### config.mk
export PLATFORM = sky130hd
export DESIGN_NAME = addsub_seq
export DESIGN_NICKNAME = d
export VERILOG_FILES = /design/src/rtl/addsub_seq.sv
export SDC_FILE = /design/constraint.sdc
export NUM_CORES = 1
export LEC_CHECK = 0
export ABC_CLOCK_PERIOD_IN_PS = 2600
export BUFFER_PORTS_ARGS = -buffer_cell sky130_fd_sc_hd__buf_2
export CAP_MARGIN = 20
export CORE_MARGIN = 2
export CORE_UTILIZATION = 49
export DETAILED_ROUTE_END_ITERATION = 16
export GPL_ROUTABILITY_DRIVEN = 0
export PLACE_DENSITY = 0.73
export SYNTH_ARGS = -nofsm -noshare
export SYNTH_HDL_FRONTEND = slang
export SYNTH_SLANG_ARGS = --single-unit
### constraint.sdc
create_clock -name clk -period 2.6 [get_ports clk]
set_clock_uncertainty 0.1 [all_clocks]
set_input_delay 0.13 -clock clk [delete_from_list [all_inputs] [get_ports clk]]
set_output_delay 0.13 -clock clk [all_outputs]
set_load 0.005 [all_outputs]
### src/rtl/addsub_seq.sv
// Multi-word add/subtract sequencer: streams a W-bit operand pair through one
// external DBW-bit addsub, LSW first, chaining carry/borrow between words.
module addsub_seq #(
  parameter int DBW = 8,
  parameter int NW  = 4,
  localparam int W  = DBW * NW
) (
  input  logic           clk,
  input  logic           reset_n,
  input  logic           start,
  input  logic           op,
  input  logic           ci,
  input  logic [W-1:0]   a,
  input  logic [W-1:0]   b,
  output logic           busy,
  output logic           done,
  output logic [W-1:0]   result,
  output logic           co,
  output logic           v,
  output logic           z,
  output logic           as_op,
  output logic           as_ci,
  output logic [DBW:0]   as_a,
  output logic [DBW:0]   as_b,
  input  logic [DBW-1:0] as_o,
  input  logic           as_co,
  input  logic           as_v
);

  localparam int IW = (NW > 1) ? $clog2(NW) : 1;

  localparam logic [1:0] ST_IDLE = 2'd0;
  localparam logic [1:0] ST_RUN  = 2'd1;
  localparam logic [1:0] ST_DONE = 2'd2;

  logic [1:0]     state_q, state_d;
  logic [IW-1:0]  idx_q, idx_d;
  logic           op_q, op_d;
  logic           carry_q, carry_d;
  logic [W-1:0]   a_q, a_d;
  logic [W-1:0]   b_q, b_d;
  logic [W-1:0]   acc_q, acc_d;
  logic [W-1:0]   result_q, result_d;
  logic           co_q, co_d;
  logic           v_q, v_d;
  logic           z_q, z_d;

  logic [DBW-1:0] a_word;
  logic [DBW-1:0] b_word;
  logic           last_word;

  assign a_word    = a_q[idx_q*DBW +: DBW];
  assign b_word    = b_q[idx_q*DBW +: DBW];
  assign last_word = (idx_q == IW'(NW - 1));

  // The adder reports borrow as carry-out when subtracting, but expects
  // ci=1 to mean "no borrow", so the chained carry is inverted for subtract.
  always_comb begin
    state_d  = state_q;
    idx_d    = idx_q;
    op_d     = op_q;
    carry_d  = carry_q;
    a_d      = a_q;
    b_d      = b_q;
    acc_d    = acc_q;
    result_d = result_q;
    co_d     = co_q;
    v_d      = v_q;
    z_d      = z_q;
    as_op    = 1'b0;
    as_ci    = 1'b0;
    as_a     = '0;
    as_b     = '0;

    case (state_q)
      ST_RUN: begin
        as_op   = op_q;
        as_ci   = carry_q;
        as_a    = {1'b0, a_word};
        as_b    = {1'b0, b_word};
        acc_d[idx_q*DBW +: DBW] = as_o;
        carry_d = op_q ? ~as_co : as_co;
        if (last_word) begin
          state_d  = ST_DONE;
          idx_d    = '0;
          result_d = acc_d;
          co_d     = as_co;
          v_d      = as_v;
          z_d      = (acc_d == '0);
        end else begin
          idx_d = idx_q + IW'(1);
        end
      end
      default: begin
        // IDLE and DONE both accept a new request, which allows back-to-back ops
        if (start) begin
          state_d = ST_RUN;
          op_d    = op;
          carry_d = ci;
          a_d     = a;
          b_d     = b;
          idx_d   = '0;
        end else begin
          state_d = ST_IDLE;
        end
      end
    endcase
  end

  always_ff @(posedge clk or negedge reset_n) begin
    if (!reset_n) begin
      state_q  <= ST_IDLE;
      idx_q    <= '0;
      op_q     <= 1'b0;
      carry_q  <= 1'b0;
      a_q      <= '0;
      b_q      <= '0;
      acc_q    <= '0;
      result_q <= '0;
      co_q     <= 1'b0;
      v_q      <= 1'b0;
      z_q      <= 1'b1;
    end else begin
      state_q  <= state_d;
      idx_q    <= idx_d;
      op_q     <= op_d;
      carry_q  <= carry_d;
      a_q      <= a_d;
      b_q      <= b_d;
      acc_q    <= acc_d;
      result_q <= result_d;
      co_q     <= co_d;
      v_q      <= v_d;
      z_q      <= z_d;
    end
  end

  assign busy   = (state_q == ST_RUN);
  assign done   = (state_q == ST_DONE);
  assign result = result_q;
  assign co     = co_q;
  assign v      = v_q;
  assign z      = z_q;

endmodule

==> results of run 1 <==
## per-layer routing
| layer | vias to the layer above | GRT usage | wire [um] |
|---|---|---|---|
| met2 | 192 | 0.433 | 8280 |
| li1 | 2251 | - | - |
| met1 | 2360 | 0.306 | 6500 |
| met4 | 0 | 0.115 | 553 |
| met3 | 47 | 0.0711 | 1070 |
| met5 | - | 0 | 0 |
## worst min path at each step
stage | cells after the start | startpoint | slack [ns] | to
floorplan | 0 | reset_n | -0.27 | a_q[0]$_DFFE_PN0P_
global placement | 1 | reset_n | -0.13 | result[29]$_DFFE_PN0P_
detailed placement | 1 | reset_n | -0.13 | result[29]$_DFFE_PN0P_
CTS | 3 | as_o[7] | 0.01 | result[31]$_DFFE_PN0P_
global route | 2 | as_o[4] | 0.04 | acc_q[20]$_DFFE_PN0P_
finish | 2 | as_o[4] | 0.03 | acc_q[20]$_DFFE_PN0P_
## cells in the final DEF, fill, tap and decap left out, types with 4 or more instances in the layout
cell	instances
dfrtp_1	135
buf_2	132
dlygate4sd3_1	72
mux2_2	67
nand2_1	44
o21ai_0	35
a22o_1	31
a21oi_1	30
nor2b_1	24
and2_1	19
clkbuf_16	17
mux4_2	16
buf_4	15
nor2_1	12
nor3_1	8
a22oi_1	6
inv_1	5
ha_1	5
clkinvlp_4	4
bufinv_16	4
## metrics by stage
stage	cell area (um2)	total power, mW	instances
floorplan	6290	6.57	513
global placement	7160	7.74	798
detailed placement	7160	7.95	798
CTS	8510	10.6	902
global route	8520	11.4	902
finish	8520	10.7	902
## power by group through the flow
stage / Combinational [mW] / Clock, mW / Sequential, mW
after CTS: 4.33 / 2.60 / 3.71
after detailed placement: 4.22 / 0 / 3.73
after floorplan: 3.01 / 0 / 3.56
after global routing: 4.79 / 2.71 / 3.86
after global placement: 4.08 / 0 / 3.66
final: 4.38 / 2.58 / 3.73
## final cells by class
| type | count | area (um2) |
|---|---|---|
| Clock buffer | 18 | 439 |
| Multi-Input combinational cell | 334 | 2670 |
| Tap cell | 172 | 215 |
| Timing Repair Buffer | 222 | 1550 |
| Fill cell | 914 | 4050 |
| Sequential cell | 137 | 3430 |
| Inverter | 5 | 18.8 |
| Clock inverter | 14 | 195 |
## worst max-delay path, delay by kind of cell (launching register included)
kind / cells / cell delay (ns)
adders and majority gates: 1 / 0.42
AOI/OAI and AO/OA: 3 / 0.76
buffers and inverters: 2 / 0.31
DFF: 1 / 0.52
and+or+nand+nor: 2 / 0.22
## flip-flops by register name (all words and copies together) (netlist names)
signal / cells
z: 1
b_q: 32
co: 1
idx_q: 2
carry_q: 1
state_q: 2
a_q: 32
op_q: 1
v: 1
acc_q: 32
result: 32
## cell families (layout without fill, tap and decap cells)
kind of cell,count (synthesis),count (layout)
compound gates,116,116
xor+xnor,1,1
fa+ha+maj,6,6
buf+inv,42,259
flops,137,137
mux,85,85
other cells,1,2
simple gates,124,124
## repair_timing
item,4_1_cts,5_1_grt
buffers inserted,0,0
hold buffers,72,0
setup endpoints to repair,0,1
endpoints found under the hold margin,207,0
gates resized for setup,0,1
==> impl_results.md, run 1 <==
- Clk network pwr share: 0.241
- CP Cell Sequence: inv_1, ha_2, nor4bb_1, buf_4, a21o_1, a211oi_2, nand4_1, o41ai_2
- Reg2reg path depth: 8
- GRT Total Usage: 0.256
- Sink Count: 137
- Top cells by area, synth: dfrtp_1, mux2_2, mux4_2
- Mux cell area share after synthesis: 0.181
- ANT nets after route: 0
- Peak VDD IR: 715 uV
- Max Slew Vio Count: 0
- Worst-Margin Slew: 0.639 ns
- Final setup viols: 0
- Reg2Reg Setup Slack: 0.16 ns
- Via count: 4,850
- Part of the power in registers: 0.349
- Crit-path max cell delay: 0.52 ns
- Count leader, synth: dfrtp_1
- Simple-gate share of the synthesized area: 0.104
- H-tree levels: 4
- Layout Area Growth over Synthesis: 35.5%
- Dpl hpwl: 10,100 um
- CTS Buffer Depth: 2
- Worst Setup Path Type: flop to flop
- Achievable frequency: 411 MHz
- Setup slack after layout: around 0.16 ns
- CTS Buf Count: 17
- Initial core utilization: 0.500
- Die Span X: 117 um
- Final hold vios: 0
- Antenna diodes: 0
- Synth Area in XOR/XNOR: 0.00139
- Fin crit share: 0.937
- Synth Warn #: 0
- Crit path launch type: flop
- Crit path capture: z$_DFFE_PN1P_
- Initial antenna violation count: 0
- First-pass GRT wire length: roughly 26,000 um
- Core Util, Final: 0.678
- Top_reg_cell synth: dfrtp_1
- Synth top area share: 0.541
- CP arrival: 2.66 ns
- Crit path from: idx_q[0]$_DFFE_PN0P_
- Slew margin rel.: 0.574
- Clk_lat worst skew: 0.42 ns
- # IOs: 136
- DRT iter0 DRCs: 244
- Commonest cells in the netlist: dfrtp_1, mux2_2, nand2_1, o21ai_0, a22o_1
- Root buf cell: clkbuf_16
- Pin count of the biggest net entering global routing: 75
- Req. time, crit path: 2.82 ns
- Comb pwr share: 0.409
- Reg2reg end: z$_DFFE_PN1P_
- Synth Cell Area: 0.00629 mm2
- Tightest Hold Check Type: input port to flop
- Port bufs: 133
- Unrepaired setup endpoints after global routing: false
- Int Power: 7.09 mW
- Largest family of logic cells by synthesized area: multiplexers
- Post-Synth Adder-Cell Area: 0.0119
- Die area: 0.0138 mm2
- Total congestion overflow: 0
- Vias in the first global route: slightly above 5,000
- Switching part of the total: 0.337
- Worst Path Max Fanout: 15
- Sequential share of the synthesized area: 0.546
- Crit. End Element: flop
- Critical-path top delay cell: dfrtp_2
- Final wirelength: about 16,000 um
- Worst r2r src: idx_q[0]$_DFFE_PN0P_
- Min Hold Slack: between 0.02 and 0.03 ns
- #FFs+latches synth: 137
- Period minus WS final: about 2.4 ns
- Final net count: ~800
- Pre-CTS setup slack: 0.163 ns
- Synthesized area per cell: 12.3 um2
- Max_cap viols: 0
- Drt drc: 0
- Via density: ~5.4
- Core area: around 0.013 mm2
- Cell count after synthesis: 512
- Synth area leader: dfrtp_1
- Clk slew on worst S/H paths: 0.06 ns
- PwrDens: 1260 mW/mm2
- Final TNS setup: 0 ns
- Drt pass-1 iters: 4
- Wirelength per Cell: 18.2 um
- FFs w/ async S/R, synth: 1.00
- CTS tree: yes
- EDFF count, synth: 0
- Leakage: 3.94 nW
- Synth cell types: 48
- Outcome: completed
- Psw: 3.60 mW
- Share of layout cells above drive strength 1: 0.381
- Die span in y: approximately 120 um
- Post-synthesis compound-gate area fraction: 0.125
- Cell row count: slightly above 40
(Power assumes the default switching activity.)
==> run 2: changes to the inputs <==
Settings changed: CORE_ASPECT_RATIO from default to 0.7, CORE_UTILIZATION 49 to 50, CTS_BUF_LIST from default to sky130_fd_sc_hd__clkbuf_4 sky130_fd_sc_hd__clkbuf_8, PLACE_DENSITY 0.73 to 0.74.
==> impl_results.md, run 2 (same netlist as run 1, synthesis figures left out) <==
- CTS Buffer Depth: 2 (unchanged)
- Initial core utilization: 0.510 (+0.00938)
- Drt drc: 0 (unchanged)
- # IOs: 136 (unchanged)
- Leakage: 3.86 nW (-2.3%)
- GRT Total Usage: 0.246 (-0.0102)
- CTS tree: yes
- Clk slew on worst S/H paths: 0.08 ns (+0.02 ns)
- Most frequent cells in the layout: dfrtp_1, buf_2, dlygate4sd3_1
- Post_cts resized: 0 (unchanged)
- Final setup viols: 0 (unchanged)
- Dpl hpwl: 10,300 um (+2.4%)
- Fin crit share: 0.914 (-0.0226)
- Req. time, crit path: 2.83 ns (about the same)
- Wirelength per Cell: 17.9 um (-1.6%)
- Worst Hold Depth: 2 (unchanged)
- Clk_lat worst skew: 0.43 ns (about the same)
- Pre-CTS setup slack: 0.0929 ns (-0.0704 ns)
- Vias in the first global route: 5,179 (-0.33%)
- Antenna diodes: 0 (unchanged)
- Cell row count: 34 (-17%)
- Pin count of the biggest net entering global routing: 56 (-25%)
- Die area: 0.0135 mm2 (-1.8%)
- Layout Area Growth over Synthesis: 31.9%
- Total congestion overflow: 0 (unchanged)
- Worst Path Max Fanout: 6 (-9)
- Root buf cell: clkbuf_8
- Final net count: 805 (+0.37%)
- Share of layout cells above drive strength 1: 0.383 (+0.00253)
- H-tree levels: 4 (unchanged)
- PwrDens: 1180 mW/mm2 (-5.7%)
- Most common cell after layout, fill and taps aside: dfrtp_1
- Tightest Hold Check Type: input port to flop
- Achievable frequency: 421 MHz (+2.5%)
- Worst-Margin Slew: 0.544 ns (-0.0953 ns)
- Initial antenna violation count: 0 (unchanged)
- Unrepaired setup endpoints after global routing: false
- Crit. End Element: flop
- Worst Setup Path Type: flop to flop
- Max_cap viols: 0 (unchanged)
- ANT nets after route: 0 (unchanged)
- FILL cells: 909 (-0.55%)
- Die span in y: 97.8 um (-17%)
- Max Slew Vio Count: 0 (unchanged)
- Reg2reg path depth: 7 (-1)
- Via density: 5.48 (+2.0%)
- Die Span X: 138 um (+18%)
- Outcome: completed
- Core area: 0.0123 mm2 (-1.8%)
- Drt pass-1 iters: 4 (unchanged)
- First-pass GRT wire length: 26,200 um (about the same)
- Peak VDD IR: 539 uV (-25%)
- Slew margin rel.: 0.636 (+0.0616)
- Period minus WS final: 2.38 ns (-0.0587 ns)
- Setup slack after layout: 0.223 ns (+0.0587 ns)
- DRT iter0 DRCs: 302 (+24%)
- CTS Buf Count: 17 (unchanged)
- Crit path launch type: flop
- CP arrival: 2.60 ns (-0.06 ns)
- Final wirelength: 16,000 um (-2.4%)
- Final TNS setup: 0 ns (unchanged)
- Final hold vios: 0 (unchanged)
- Via count: 4,907 (+1.2%)
- Sink Count: 137 (unchanged)
- Port bufs: 133 (unchanged)
[run 2: per-stage QoR]
stage               total power [mW]  instances  hold WS, ns  area, um2  utilization
detailed placement              7.98        789       0.0233       7170        0.581
global route                    10.5        895       0.0188       8290        0.672
floorplan                       6.57        513       -0.266       6290            -
global placement                7.78        789       0.0183       7170        0.581
CTS                             9.78        893    0.0000303       8280        0.671
finish                          9.81        895       0.0333       8290        0.672
[run 2: layout make-up]
cell class,instances,area [um2],area share
clock inverter,15,154,0.0186
tap,162,203,0.0244
multi-input combinational,334,2670,0.322
timing repair buffer,225,1580,0.191
clock buffer,17,234,0.0282
inverter,5,18.8,0.00226
sequential,137,3430,0.414
[run 2: worst paths after layout]
path	start	end	slack, ns
setup / recovery	idx_q[0]$_DFFE_PN0P_	z$_DFFE_PN1P_	0.22
hold / removal	as_o[4]	acc_q[12]$_DFFE_PN0P_	0.03
setup reg to reg	idx_q[0]$_DFFE_PN0P_	z$_DFFE_PN1P_	0.22
hold reg to reg	result[18]$_DFFE_PN0P_	result[18]$_DFFE_PN0P_	0.38
max in group asynchronous	reset_n	z$_DFFE_PN1P_	1.53
min in group asynchronous	reset_n	b_q[14]$_DFFE_PN0P_	0.13
[run 2: power by group]
part | leakage [nW] | internal, mW | total [mW] | switching [mW]
sequential | 1.74 | 3.12 | 3.69 | 0.573
combinational | 1.93 | 2.36 | 4.42 | 2.06
clock | 0.188 | 0.852 | 1.71 | 0.856
[run 2: timing repair]
action | in CTS | in global routing
setup buffers | 0 | 2
endpoints found under the hold margin | 168 | 0
hold buffers | 72 | 0
endpoints found under the setup margin | 0 | 1
[run 2: worst max-delay path, cell delays in order (launching register included)]
cell and delay (ns):
dfrtp_2 0.43, inv_1 0.12, ha_1 0.27, or3b_1 0.34, a21oi_2 0.11, a2111oi_4 0.39
nand4_1 0.16, o41ai_2 0.37
[run 2: metal layers]
metal,track usage,vias to the layer above,wire (um)
li1,-,2247,-
met1,0.317,2433,6800
met2,0.398,187,7810
met3,0.0677,40,1010
met4,0.101,0,387
met5,0,-,0
==> run 3: changes to the inputs <==
Settings changed: ABC_CLOCK_PERIOD_IN_PS 2600 to 3050, PLACE_DENSITY 0.74 to 0.71.
Clock period 2.6 ns to 3.05 ns, I/O delays scaled along.
==> impl_results.md, run 3 (same netlist as run 1, synthesis figures left out) <==
- Outcome: completed
- Cell row count: 34 (unchanged)
- Peak VDD IR: 468 uV (-13%)
- Share of layout cells above drive strength 1: 0.378 (-0.00576)
- Register area: 0.00343 mm2 (unchanged)
- Reg2reg path depth: 6 (-1)
- Drt pass-1 iters: 5 (+1)
- Die span in y: 97.8 um (unchanged)
- Period minus WS final: 2.51 ns (+0.133 ns)
- CTS Buffer Depth: 2 (unchanged)
- Most common cell after layout, fill and taps aside: dfrtp_1
- Final net count: 795 (-1.2%)
- Antenna diodes: 0 (unchanged)
- Root buf cell: clkbuf_8
- CP arrival: 2.76 ns (+0.16 ns)
- Worst Path Max Fanout: 15 (+9)
- CTS Buf Count: 17 (unchanged)
- Clk_lat worst skew: 0.42 ns (about the same)
- Die area: 0.0135 mm2 (unchanged)
- Final Non-Filler Cells: 885 (-1.1%)
- Achievable frequency: 398 MHz (-5.3%)
- Req. time, crit path: 3.30 ns (+0.47 ns)
- Wirelength per Cell: 17.6 um (-1.5%)
- Initial core utilization: 0.510 (unchanged)
- GRT Total Usage: 0.240 (-0.00611)
- Dpl hpwl: 10,300 um (about the same)
- Placed cells: 783 (-0.76%)
- Final TNS setup: 0 ns (unchanged)
- Vias in the first global route: 5,164 (-0.29%)
- PwrDens: 1030 mW/mm2 (-13%)
- Post_cts resized: 0 (unchanged)
- Core Util, Final: 0.672 (unchanged)
- Unrepaired setup endpoints after global routing: false
- Tightest Hold Check Type: input port to flop
- FILL cells: 974 (+7.2%)
- Worst-Margin Slew: 0.941 ns (+0.397 ns)
- Initial antenna violation count: 0 (unchanged)
- Most frequent cells in the layout: dfrtp_1, buf_2, dlygate4sd3_1
- Core area: 0.0123 mm2 (unchanged)
- # IOs: 136 (unchanged)
- Port bufs: 133 (unchanged)
- Leakage: 3.85 nW (-0.18%)
- Max_cap viols: 0 (unchanged)
- Crit. End Element: flop
- Final hold vios: 0 (unchanged)
- Worst Hold Depth: 3 (+1)
- Worst Setup Path Type: flop to flop
- Footprint of the multi-input gates: 0.00267 mm2 (unchanged)
- Busiest grt layer: met2
- Total congestion overflow: 0 (unchanged)
- DRT iter0 DRCs: 266 (-12%)
- Via count: 4,847 (-1.2%)
- Max Slew Vio Count: 0 (unchanged)
- ANT nets after route: 0 (unchanged)
- Fin crit share: 0.823 (-0.0914)
- Pin count of the biggest net entering global routing: 68 (+21%)
- GR Util met1: 0.324 (+0.00667)
- Drt drc: 0 (unchanged)
- H-tree levels: 4 (unchanged)
- CTS tree: yes
- Final setup viols: 0 (unchanged)
- Sink Count: 137 (unchanged)
- Via density: 5.48 (-0.11%)
- Slew margin rel.: 0.368 (-0.268)
- Final wirelength: 15,600 um (-2.6%)
- Die Span X: 138 um (unchanged)
- GR Layer Usage met2: 0.393 (-0.00571)
- Met3 GRT Util: 0.0446 (-0.0231)
- Min Hold Slack: 0.0546 ns (+0.0213 ns)
- Clk slew on worst S/H paths: 0.08 ns (about the same)
- First-pass GRT wire length: 25,800 um (-1.8%)
- Layout Area Growth over Synthesis: 31.9% (unchanged)
- Crit path launch type: flop
-- run 3: cell count changes in the layout (fill, tap and decap cells not counted) --
cell and change:
clkinv_2 -2, buf_12 -1, dlygate4sd3_1 -2, clkbuf_8 +4
clkinv_4 -3, bufinv_16 +3, buf_4 -7, inv_6 -1
clkinvlp_4 -1
-- run 3: final timing paths --
path | startpoint | slack (ns) | endpoint
worst max-delay path | idx_q[0]$_DFFE_PN0P_ | 0.54 | result[22]$_DFFE_PN0P_
worst min-delay path | as_o[7] | 0.05 | result[31]$_DFFE_PN0P_
worst max register to register | idx_q[0]$_DFFE_PN0P_ | 0.54 | result[22]$_DFFE_PN0P_
worst min register to register | result[10]$_DFFE_PN0P_ | 0.38 | result[10]$_DFFE_PN0P_
max in group asynchronous | reset_n | 1.91 | result[14]$_DFFE_PN0P_
min in group asynchronous | reset_n | 0.18 | b_q[28]$_DFFE_PN0P_
-- run 3: final cells by class --
type | instances | share of cell area
clock inverter | 11 | 0.0231
inverter | 5 | 0.00226
tap | 162 | 0.0244
multi-input combinational | 334 | 0.322
timing repair buffer | 215 | 0.179
sequential | 137 | 0.414
clock buffer | 21 | 0.0349
-- run 3: timing repair --
action | in CTS | in global routing
setup buffers | 0 | 0
hold buffers | 70 | 0
hold endpoints to repair | 135 | 0
endpoints found under the setup margin | 0 | 0
-- run 3: power breakdown --
group	internal (mW)	total, mW	switching, mW
logic	1.95	3.65	1.70
registers	2.66	3.17	0.515
clock network	1.06	1.75	0.688
total	5.67	8.57	2.90
-- run 3: worst max-delay path, stage by stage (launching register included) --
cell and delay (ns):
dfrtp_2 0.51, inv_1 0.15, ha_1 0.47, nand4bb_1 0.29, nor3b_1 0.58, o21ai_0 0.23, nand2_1 0.11
-- run 3: through the flow --
step	cell area, um2	power (mW)	setup slack [ns]
after floorplan	6290	5.60	0.295
after global placement	7110	6.58	0.733
after detailed placement	7110	6.76	0.634
after CTS	8290	8.60	0.550
after global routing	8290	9.16	0.322
final	8290	8.57	0.540
-- run 3: layer usage --
metal | part of all wire | routed length, um
met4 | 0.020 | 305
met2 | 0.49 | 7630
met5 | 0 | 0
met3 | 0.055 | 864
met1 | 0.44 | 6800
